--- src/rtl/dmem_arbiter_pkg.sv ---
// Shared types for the data-memory arbiter: read-response owner encoding
// and the width of the ext-request age counter.
package dmem_arbiter_pkg;

  typedef enum logic {
    OWN_CORE = 1'b0,
    OWN_EXT  = 1'b1
  } dmem_owner_t;

  // Wide enough for MAX_WAIT up to 255.
  localparam int AGE_W = 8;

endpackage

--- src/rtl/dmem_arb_age.sv ---
// Saturating age counter for the ext requester. Once it reaches MAX_WAIT the
// ext request overrides core priority until it is accepted.
module dmem_arb_age
  import dmem_arbiter_pkg::*;
#(
  parameter int MAX_WAIT = 8
) (
  input  logic clk,
  input  logic rst_n,
  input  logic inc,
  input  logic clr,
  output logic ext_pri
);

  localparam logic [AGE_W-1:0] AGE_SAT = AGE_W'(MAX_WAIT);

  logic [AGE_W-1:0] age;

  // NOTE: sequential state uses non-blocking assignments so every flop samples
  // pre-edge values regardless of process evaluation order.
  always_ff @(posedge clk or negedge rst_n) begin
    if (!rst_n) begin
      age <= '0;
    end else if (clr) begin
      age <= '0;
    end else if (inc && (age != AGE_SAT)) begin
      age <= age + 1'b1;
    end
  end

  assign ext_pri = (age == AGE_SAT);

endmodule

--- src/rtl/dmem_arbiter.sv ---
// Data-memory port arbiter: core LSU has priority, an aged ext master takes over
// after MAX_WAIT denied cycles. Optional stall counter under DMEM_ARB_STATS_EN.
module dmem_arbiter
  import dmem_arbiter_pkg::*;
#(
  parameter int MAX_WAIT = 8
) (
  input  logic        clk,
  input  logic        rst_n,
  input  logic        c_req,
  input  logic [31:0] c_addr,
  input  logic [3:0]  c_we,
  input  logic [31:0] c_wdata,
  output logic        c_gnt,
  output logic [31:0] c_rdata,
  input  logic        x_valid,
  output logic        x_ready,
  input  logic [31:0] x_addr,
  input  logic [3:0]  x_we,
  input  logic [31:0] x_wdata,
  output logic        x_rsp_valid,
  output logic [31:0] x_rdata,
  output logic [31:0] d_addr,
  output logic [3:0]  d_we,
  output logic [31:0] d_wr_data,
  input  logic [31:0] d_rd_data,
  output logic [31:0] stall_cnt
);

  logic        ext_pri;
  logic        rd_pend;
  dmem_owner_t rd_owner;
  logic        c_rd_issue;
  logic        x_rd_issue;

  dmem_arb_age #(.MAX_WAIT(MAX_WAIT)) u_age (
    .clk     (clk),
    .rst_n   (rst_n),
    .inc     (x_valid & ~x_ready),
    .clr     (x_ready | ~x_valid),
    .ext_pri (ext_pri)
  );

  assign x_ready = x_valid & (~c_req | ext_pri);
  assign c_gnt   = c_req & ~x_ready;

  // NOTE: combinational blocks assign every output a default first so no path
  // leaves a signal unassigned and infers a latch.
  always_comb begin
    d_addr    = c_addr;
    d_we      = '0;
    d_wr_data = c_wdata;
    if (x_ready) begin
      d_addr    = x_addr;
      d_we      = x_we;
      d_wr_data = x_wdata;
    end else if (c_gnt) begin
      d_we = c_we;
    end
  end

  assign c_rd_issue = c_gnt & (c_we == 4'h0);
  assign x_rd_issue = x_ready & (x_we == 4'h0);

  // Memory has a fixed 1-cycle read latency, so one pending flag suffices.
  always_ff @(posedge clk or negedge rst_n) begin
    if (!rst_n) begin
      rd_pend  <= 1'b0;
      rd_owner <= OWN_CORE;
    end else begin
      rd_pend <= c_rd_issue | x_rd_issue;
      if (x_rd_issue) begin
        rd_owner <= OWN_EXT;
      end else if (c_rd_issue) begin
        rd_owner <= OWN_CORE;
      end
    end
  end

  assign x_rsp_valid = rd_pend & (rd_owner == OWN_EXT);
  assign x_rdata     = d_rd_data;
  assign c_rdata     = d_rd_data;

`ifdef DMEM_ARB_STATS_EN
  logic [31:0] stall_q;

  always_ff @(posedge clk or negedge rst_n) begin
    if (!rst_n) begin
      stall_q <= '0;
    end else if (c_req && !c_gnt) begin
      stall_q <= stall_q + 32'd1;
    end
  end

  assign stall_cnt = stall_q;
`else
  assign stall_cnt = 32'h0;
`endif

endmodule

--- config.mk ---
export PLATFORM = sky130hd
export DESIGN_NAME = dmem_arbiter
export DESIGN_NICKNAME = d
export VERILOG_FILES = /design/src/rtl/dmem_arbiter_pkg.sv /design/src/rtl/dmem_arb_age.sv /design/src/rtl/dmem_arbiter.sv
export SDC_FILE = /design/constraint.sdc
export NUM_CORES = 1
export LEC_CHECK = 0
export CORE_AREA = 2 2 130 132
export CTS_CLUSTER_SIZE = 40
export DETAILED_ROUTE_END_ITERATION = 8
export DIE_AREA = 0 0 132 134
export GPL_TIMING_DRIVEN = 0
export PLACE_DENSITY = 0.59
export RECOVER_POWER = 50
export SYNTH_ARGS = -nofsm -noshare
export SYNTH_HDL_FRONTEND = slang
export SYNTH_SLANG_ARGS = --single-unit
--- constraint.sdc ---
create_clock -name clk -period 5.8 [get_ports clk]
set_input_delay 1.16 -clock clk [delete_from_list [all_inputs] [get_ports clk]]
set_output_delay 1.16 -clock clk [all_outputs]
set_load 0.03 [all_outputs]
==> results.toml <==
[run_status]
outcome = "completed"

[sta]
finalClockSkew_ns = 0.00287
slew_headroom = 0.110
final-setup-viol-count = 0
fin_crit_ns = 4.64
rsz0062_at_grt = "false"
setup-tns-final_ns = 0
hold_violations = 0
max_freq_mhz = 216
drv_slew = 0
worst_pin_slew_ns = 1.32
min_period_over_period = 0.799

[drt]
wire_per_inst_um = 14.5
dr.pass1.iters = 4
drcViolationCount = 0
wl_um = 11100
vias = 2651
postRouteAntennaNets = 0
drtIter0Drc = 52
via_per_inst = 3.46

[synthesis]
synth_top_area_share = 0.396
synth_cell_types = 30
synth.avg_cell_area_um2 = 9.98
synth_edf_count = 0
synth_area_leaders = "mux2_4 (40%), buf_4 (30%), dfrtp_1 (10%)"
synth-seq-cells = 10
yosys_warnings = 0
synth_ff_type = "dfrtp_1"
synth_area_um2 = 2390
netlist_top_cells_count = "buf_4 (96), mux2_4 (63), dfrtp_1 (10), inv_1 (10), buf_6 (8)"
postSynthCellCount = 239
yosysSeqAreaShare = 0.105
synth_top_area_cell = "mux2_4"
synth_most_common_cell = "buf_4"
async_flop_share = 1.00

[setup_path]
start_kind = "primary input"
path_class = "in -> out"
worst-path-buf-inv = 4
path_cells = "dlygate4sd3_1 > nand2b_1 > o32a_1 > buf_6 > buf_6 > mux2_4 > clkdlybuf4s50_1"
cp_slowest_cell = "clkdlybuf4s50_1"
crit_top_cell = "buf_6"
path_max_fanout = 10
required_ns = 4.64
cp_top_family = "buffers and inverters"
rrSetupSlack_ns = 3.25
cp_slowest_stage_delay_ns = 0.67
worstSetupEndpointType = "primary output"
arrival_ns = 3.48

[grt]
antenna_found_initial = 0
gr-total-overflow = 0
grt_start_max_net_pins = 11
grt_pass1_wl_um = 15900
grt_pass1_vias = 2711
grt_usage = 0.114

[clock_tree]
cts_tree = "yes"
numCtsBuffers = 3
h-tree-depth = 1
clock_latency_ns = 0.24
ctsResizeCount = 0
cts_setup_buffers = 0
cts_buffer_depth = 2
clockRootBuffer = "clkbuf_16"
clock-sinks = 10
clk_pin_slew_ns = 0.04
cts_hold_buf = 0

[floorplanning]
rows = 47
die_y_um = 134
dieArea_um2 = 17700
initial_utilization = 0.146
core_um2 = 16300
fp.dieW_um = 132
io-pin-count = 339

[worst_hold_path]
hp-class = "reg -> reg"

[finish]
layout-drive-gt1-share = 0.314
fillers = 1691
final_cell_area_um2 = 5600
n_antenna_cell = 0
layout.nets = 722
area_growth_pct = 135

[power]
powerDensity_nw_per_um2 = 129
vdd_drop_max_uv = 172
power_uw = 724
power.leakage_nw = 2.64

[place]
place_hpwl_um = 9920
port_buffers = 273
place.gp.congestion = 0.808
dpl_cell_area_um2 = 5510

[flow_run]
drv_cap = 0
==> layout by cell type, fill, tap and decap left out, types with 2 or more instances in the layout <==
cell and n:
buf_4 96, inv_1 10, nand2b_1 3, dlygate4sd3_1 60, clkbuf_16 3, or3_1 3
mux2_4 63, conb_1 32, nor2_1 4, a21oi_1 3, buf_6 8, xor2_1 2
nand2_1 7, and2_1 2, dfrtp_1 10, clkdlybuf4s50_1 213, o21ai_0 3, ha_1 2
nand3_1 4, mux2i_1 5
==> registers in the layout, indices dropped and copies added (netlist names) <==
register	cells
rd_owner	1
u_age.age	8
rd_pend	1
==> metrics by stage <==
step | cells | setup WS (ns) | hold slack, ns | utilization
6_report | 767 | 1.16 | 0.565 | 0.344
5_1_grt | 767 | 1.10 | 0.586 | 0.344
4_1_cts | 767 | 1.21 | 0.566 | 0.344
3_5_place_dp | 763 | 1.22 | 0.551 | 0.338
3_3_place_gp | 763 | 1.22 | 0.541 | 0.338
2_1_floorplan | 270 | 2.17 | 0.494 | -
==> layout make-up <==
| class | count | area [µm²] | share of cell area |
|---|---|---|---|
| Timing Repair Buffer | 273 | 2730 | 0.488 |
| Inverter | 10 | 37.5 | 0.00670 |
| Buffer | 105 | 815 | 0.145 |
| Multi-Input combinational cell | 145 | 1400 | 0.250 |
| Sequential cell | 10 | 250 | 0.0447 |
| Clock buffer | 4 | 88.8 | 0.0159 |
| Tap cell | 220 | 275 | 0.0492 |
==> cells by family (layout without fill, tap and decap cells) <==
family                   after synthesis  after routing  share of synthesized area
buffers and inverters                115            392                      0.357
AO/OA/AOI/OAI                         11             11                     0.0309
other                                  1             32                    0.00157
AND/OR/NAND/NOR                       28             28                     0.0619
flip-flops                            10             10                      0.105
adder cells (fa/ha/maj)                2              2                     0.0105
XOR/XNOR                               3              3                     0.0110
multiplexers                          69             69                      0.422
==> where the power goes <==
group | leakage [nW] | internal [mW] | switching [mW] | total, mW
Clock | 0.0442 | 0.104 | 0.0339 | 0.138
Combinational | 2.47 | 0.276 | 0.238 | 0.514
Sequential | 0.134 | 0.0714 | 0.00158 | 0.0730
Total | 2.64 | 0.451 | 0.274 | 0.724
==> metal layers <==
metal,GRT usage,up-vias,wire [µm]
met1,0.128,1220,4140
met5,0,-,0
met3,0.0193,9,646
li1,-,1291,-
met4,0.0205,0,103
met2,0.226,131,6210
==> worst paths after layout <==
path | start | endpoint | depth (start not counted)
worst min-delay path | u_age.age[0] | u_age.age[0] | 1
min in group asynchronous | rst_n | u_age.age[5] | 1
worst max-delay path | x_valid | d_wr_data[14] | 7
worst min register to register | u_age.age[0] | u_age.age[0] | 1
worst max register to register | u_age.age[0] | u_age.age[3] | 5
max in group asynchronous | rst_n | u_age.age[0] | 1
Note: power is estimated with default switching activity, not from simulation.
==> RTL edit 1 (config.mk and constraints unchanged) <==
Change the package constant `AGE_W` from 8 to 10.
--- a/src/rtl/dmem_arbiter_pkg.sv
+++ b/src/rtl/dmem_arbiter_pkg.sv
@@ -8,7 +8,7 @@
   } dmem_owner_t;
 
   // Wide enough for MAX_WAIT up to 255.
-  localparam int AGE_W = 8;
+  localparam int AGE_W = 10;
 
 endpackage
 
Check against the original RTL: no difference found for any inputs over 10 cycles, from zero or initial values and one cycle with rst_n low; that may be too few to reach the edited logic, so the function may still have changed.
==> RTL edit 1 against the original RTL <==
Clock skew about the same; first-iteration DRC count decreased by 12%; die area unchanged; synthesized cell count unchanged; total power increased by 1.0%; sequential cell count increased by 2; wire length decreased by 4.4%; critical endpoint is now d_wr_data[21]; cell area increased by 0.92%; worst setup slack got worse by 0.38 ns; synthesized area increased by 2.2%; sequential power increased by 20%; sequential share of layout area increased by 0.85 points.
==> RTL edit 1: results (changes against the original RTL) <==
* Top cell type's share of synthesized area at 0.308 (-0.0886)
* Clock Latency Late Sink at 0.24 ns (about the same)
* Top_reg_cell synth: dfrtp_1
* Largest registers: u_age.age (10), rd_owner (1), rd_pend (1)
* CP top delay family: buffers and inverters
* Inserted Clock Buffers at 3 (unchanged)
* Critical Path Max Stage Delay at 0.62 ns (-0.05 ns)
* First-iteration detailed-routing DRC count at 46 (-12%)
* Yosys warnings at 0 (unchanged)
* Dpl cells at 764 (+0.13%)
* Fin nets at 723 (+0.14%)
* FP Rows at 47 (unchanged)
* Initial antenna violation count at 0 (unchanged)
* Clock H-tree levels at 1 (unchanged)
* Placer Congestion at 0.818 (+1.2%)
* Avg Inst Size Synth at 10.2 sq um (+2.2%)
* Inserted Diodes at 0 (unchanged)
* Clock transition at path regs at 0.04 ns (about the same)
* # Post-CTS Setup Buffers at 0 (unchanged)
* CTS max path bufs at 2 (unchanged)
* Total Routing Usage GR at 0.108 (-0.00613)
* Pin count of the biggest net entering global routing at 13 (+2)
* Peak fanout along the critical path at 10 (unchanged)
* Largest cells by area after synthesis: mux2_4, buf_4, dfrtp_1
* Layout cell share with drive strength beyond 1 at 0.316 (+0.00125)
* Top cells by count, synth: buf_4, mux2_4, nor2_1
* Resized cells post-CTS at 0 (unchanged)
* Final Non-Filler Cells at 768 (+0.13%)
* Via density at 3.46 (about the same)
* Ys async rst share at 1.00 (unchanged)
* Sequential share of the synthesized area at 0.123 (+0.0183)
* Distinct cell type count after synthesis at 28 (-6.7%)
* Total wire length after detailed routing at 10600 microns (-4.4%)
* First-pass DRT Iterations at 4 (unchanged)
* Worst endpoint data arrival time at 3.86 ns (+0.38 ns)
* Status: finished clean
* Clk_skew at 0.00316 ns (+0.000291 ns)
* IO Port Bufs at 274 (+0.37%)
* Vias in the first global route at 2638 (-2.7%)
* Clock root buffer: clkbuf_16
* Max VDD drop at 0.0000980 V (-43%)
* First-pass GRT wire length at 15600 microns (-2.3%)
* Crit path max-delay cell type: clkdlybuf4s50_1
* Worst slew pin tran at 0.542 ns (-0.776 ns)
* Residual DRC at 0 (unchanged)
* Dpl hpwl at 9550 microns (-3.8%)
* Hold/Removal Path Class: reg2reg
* Pint at 464 uW (+2.8%)
* Pleak at 0.00258 uW (-2.5%)
-- RTL edit 1: stage by stage --
step | util | hold WS (ns) | setup slack [ns] | instance area [sq um]
after CTS | 0.348 | 0.484 | 1.08 | 5660
after detailed placement | 0.342 | 0.478 | 1.08 | 5570
after global placement | 0.342 | 0.471 | 1.07 | 5570
after floorplan | - | 0.455 | 2.16 | 2550
final | 0.347 | 0.481 | 0.779 | 5650
after global routing | 0.347 | 0.515 | 0.652 | 5650
-- RTL edit 1: per-layer routing --
layer	wire length, microns	up-vias	GRT usage
li1	-	1296	-
met3	704	6	0.0234
met1	4000	1229	0.121
met4	69	0	0.0169
met5	0	-	0
met2	5830	125	0.211
-- RTL edit 1: power groups by stage --
stage | combinational, uW | sequential, uW | clock [uW]
floorplan | 291 | 88.5 | 0
global placement | 514 | 88.8 | 0
detailed placement | 516 | 88.8 | 0
CTS | 518 | 87.7 | 142
global route | 527 | 88.0 | 147
finish | 506 | 87.8 | 138
-- RTL edit 1: kinds of logic after synthesis --
group | Yosys count | share of synthesized area
AOI/OAI and AO/OA | 9 | 0.0359
other | 1 | 0.00154
DFF | 12 | 0.123
and+or+nand+nor | 35 | 0.0754
adders and majority gates | 2 | 0.0103
xor gates and xnor gates | 8 | 0.0287
buffers and inverters | 108 | 0.352
muxes | 64 | 0.372
-- RTL edit 1: worst paths after layout --
path,endpoint,cells after the start,from,slack (ns)
setup / recovery,d_wr_data[21],8,x_valid,0.78
min in group asynchronous,u_age.age[0],1,rst_n,1.34
max in group asynchronous,u_age.age[7],1,rst_n,4.09
setup reg to reg,rd_owner,8,u_age.age[0],3.70
hold / removal,u_age.age[0],1,u_age.age[0],0.48
hold reg to reg,u_age.age[0],1,u_age.age[0],0.48
-- RTL edit 1: layout make-up --
type	instances	area [sq um]
fill	1671	10600
timing repair buffer	274	2740
multi-input combinational	150	1380
buffer	103	841
sequential	12	300
tap	220	275
clock buffer	4	88.8
inverter	5	18.8
==> RTL edit 2 (same flow settings) <==
Made on the original files. Add a define of `DMEM_ARB_STATS_EN`.
--- a/src/rtl/dmem_arbiter.sv
+++ b/src/rtl/dmem_arbiter.sv
@@ -1,5 +1,7 @@
 // Data-memory port arbiter: core LSU has priority, an aged ext master takes over
 // after MAX_WAIT denied cycles. Optional stall counter under DMEM_ARB_STATS_EN.
+`define DMEM_ARB_STATS_EN
+
 module dmem_arbiter
   import dmem_arbiter_pkg::*;
 #(
Check against the original RTL: no difference found for any inputs over 4 cycles, from zero or initial values and one cycle with rst_n low; that may be too few to reach the edited logic, so the function may still have changed.
==> RTL edit 2 against the original RTL <==
The flow now finishes with violations (capacitance limit, slew limit); synthesized area up 42%; largest cell class unchanged; die area is the same; sequential share of layout area up 11 points; sequential power grew to 4.2 times the old value; global-route usage grew 5.2 points; highest routed layer is now met5; sequential cell count increased by 32; worst setup slack got worse by 0.15 ns; wire length grew 41%; synthesized cell count rose by 38%; via count is 34% higher; cell area grew 22%; core utilization rose by 7.6 points; total power is 49% higher; final cell count rose by 14%; critical path type unchanged.
==> RTL edit 2: results (changes against the original RTL) <==
* Clock transition at path regs at 0.06 ns (+0.02 ns)
* Hold Path End: stall_cnt[13]
* Failing checks: capacitance limit, slew limit
* Sequential share of the synthesized area at 0.309 (+0.204)
* Final Slew Violations at 34 (+34)
* Status: finished, violations left
* Synth Area in Adders at 0.0110 (+0.000558)
* Clk_skew at 0.00957 ns (+0.00670 ns)
* Met1 Track Usage GR at 0.197 (+0.0683)
* Slew headroom at -0.166 (-0.276)
* Clock buffer count at 5 (+1)
* Seq. pwr at 305 uW (+320%)
* Area of the multi-input gates at 1670 sq um (+19%)
* Top Layer Used: met5
* Clock H-tree levels at 2 (+1)
* XOR/XNOR Fraction of Synth Area at 0.0954 (+0.0843)
* Pleak at 0.00291 uW (+10%)
* Reg-to-reg slack, setup at 3.33 ns (+0.08 ns)
* CTS sink cnt at 42 (+32)
* Pin count of the biggest net entering global routing at 34 (+23)
* First-pass GRT wire length at 22700 microns (+42%)
* Worst r2r dst: stall_cnt[31]
* Total wire length after detailed routing at 15700 microns (+41%)
* Fin nets at 819 (+13%)
* Maxcap violations at 1 (+1)
* P_clk at 312 uW (+130%)
* Critical Path Start: c_req
* Placer Congestion at 0.785 (-2.9%)
* CP endpoint: d_wr_data[28]
* Distinct cell type count after synthesis at 33 (+10%)
* Hold_sp: stall_cnt[13]
* Dpl hpwl at 13900 microns (+40%)
* IO Port Bufs at 305 (+12%)
* Met3 Usage GRT at 0.118 (+0.0983)
* FILL cells at 1586 (-6.2%)
* DR WL met2 at 7050 microns (+14%)
* Max reg flops at 32 (+24)
* Clock Latency Late Sink at 0.28 ns (+0.04 ns)
* Via density at 4.07 (+18%)
* Mux contribution to synthesized area at 0.224 (-0.198)
* Top cells by count, synth: buf_4, mux2_2, dfrtp_1
* Worst endpoint data arrival time at 3.63 ns (+0.15 ns)
* Final non-clock buffer share at 0.528 (-0.105)
* Worst r2r path cells at 7 (+2)
* Vias in the first global route at 3675 (+36%)
* Met2 Track Usage GR at 0.259 (+0.0327)
* Critical Path Max Stage Delay at 0.62 ns (-0.05 ns)
* Non-clock buffer count at 380 (+0.53%)
* Final Worst Setup Slack at 1.01 ns (-0.153 ns)
* Hold WS at 0.497 ns (-0.0674 ns)
* Pint at 750 uW (+66%)
RTL edit 2: changes by cell type in the layout (fill, tap and decap cells not counted), moves of 18 or more:
cell | unedited run | this run
mux2_2 | 1 | 64
conb_1 | 32 | 0
dfrtp_1 | 10 | 42
nand3_1 | 4 | 22
clkdlybuf4s50_1 | 213 | 262
buf_4 | 96 | 64
xnor2_1 | 1 | 24
mux2_4 | 63 | 0
dlygate4sd3_1 | 60 | 42
RTL edit 2: worst max-delay path: cells and delay by family:
family	cells	cell delay, ns
AO/OA/AOI/OAI	1	0.50
multiplexers	1	0.39
buffers and inverters	4	1.58
RTL edit 2: stage by stage:
| stage | instance area (sq um) | power [uW] | cells |
|---|---|---|---|
| 5_1_grt | 6820 | 1120 | 868 |
| 3_5_place_dp | 6740 | 783 | 857 |
| 2_1_floorplan | 3400 | 543 | 331 |
| 3_3_place_gp | 6730 | 778 | 856 |
| 6_report | 6840 | 1080 | 876 |
| 4_1_cts | 6910 | 1100 | 865 |
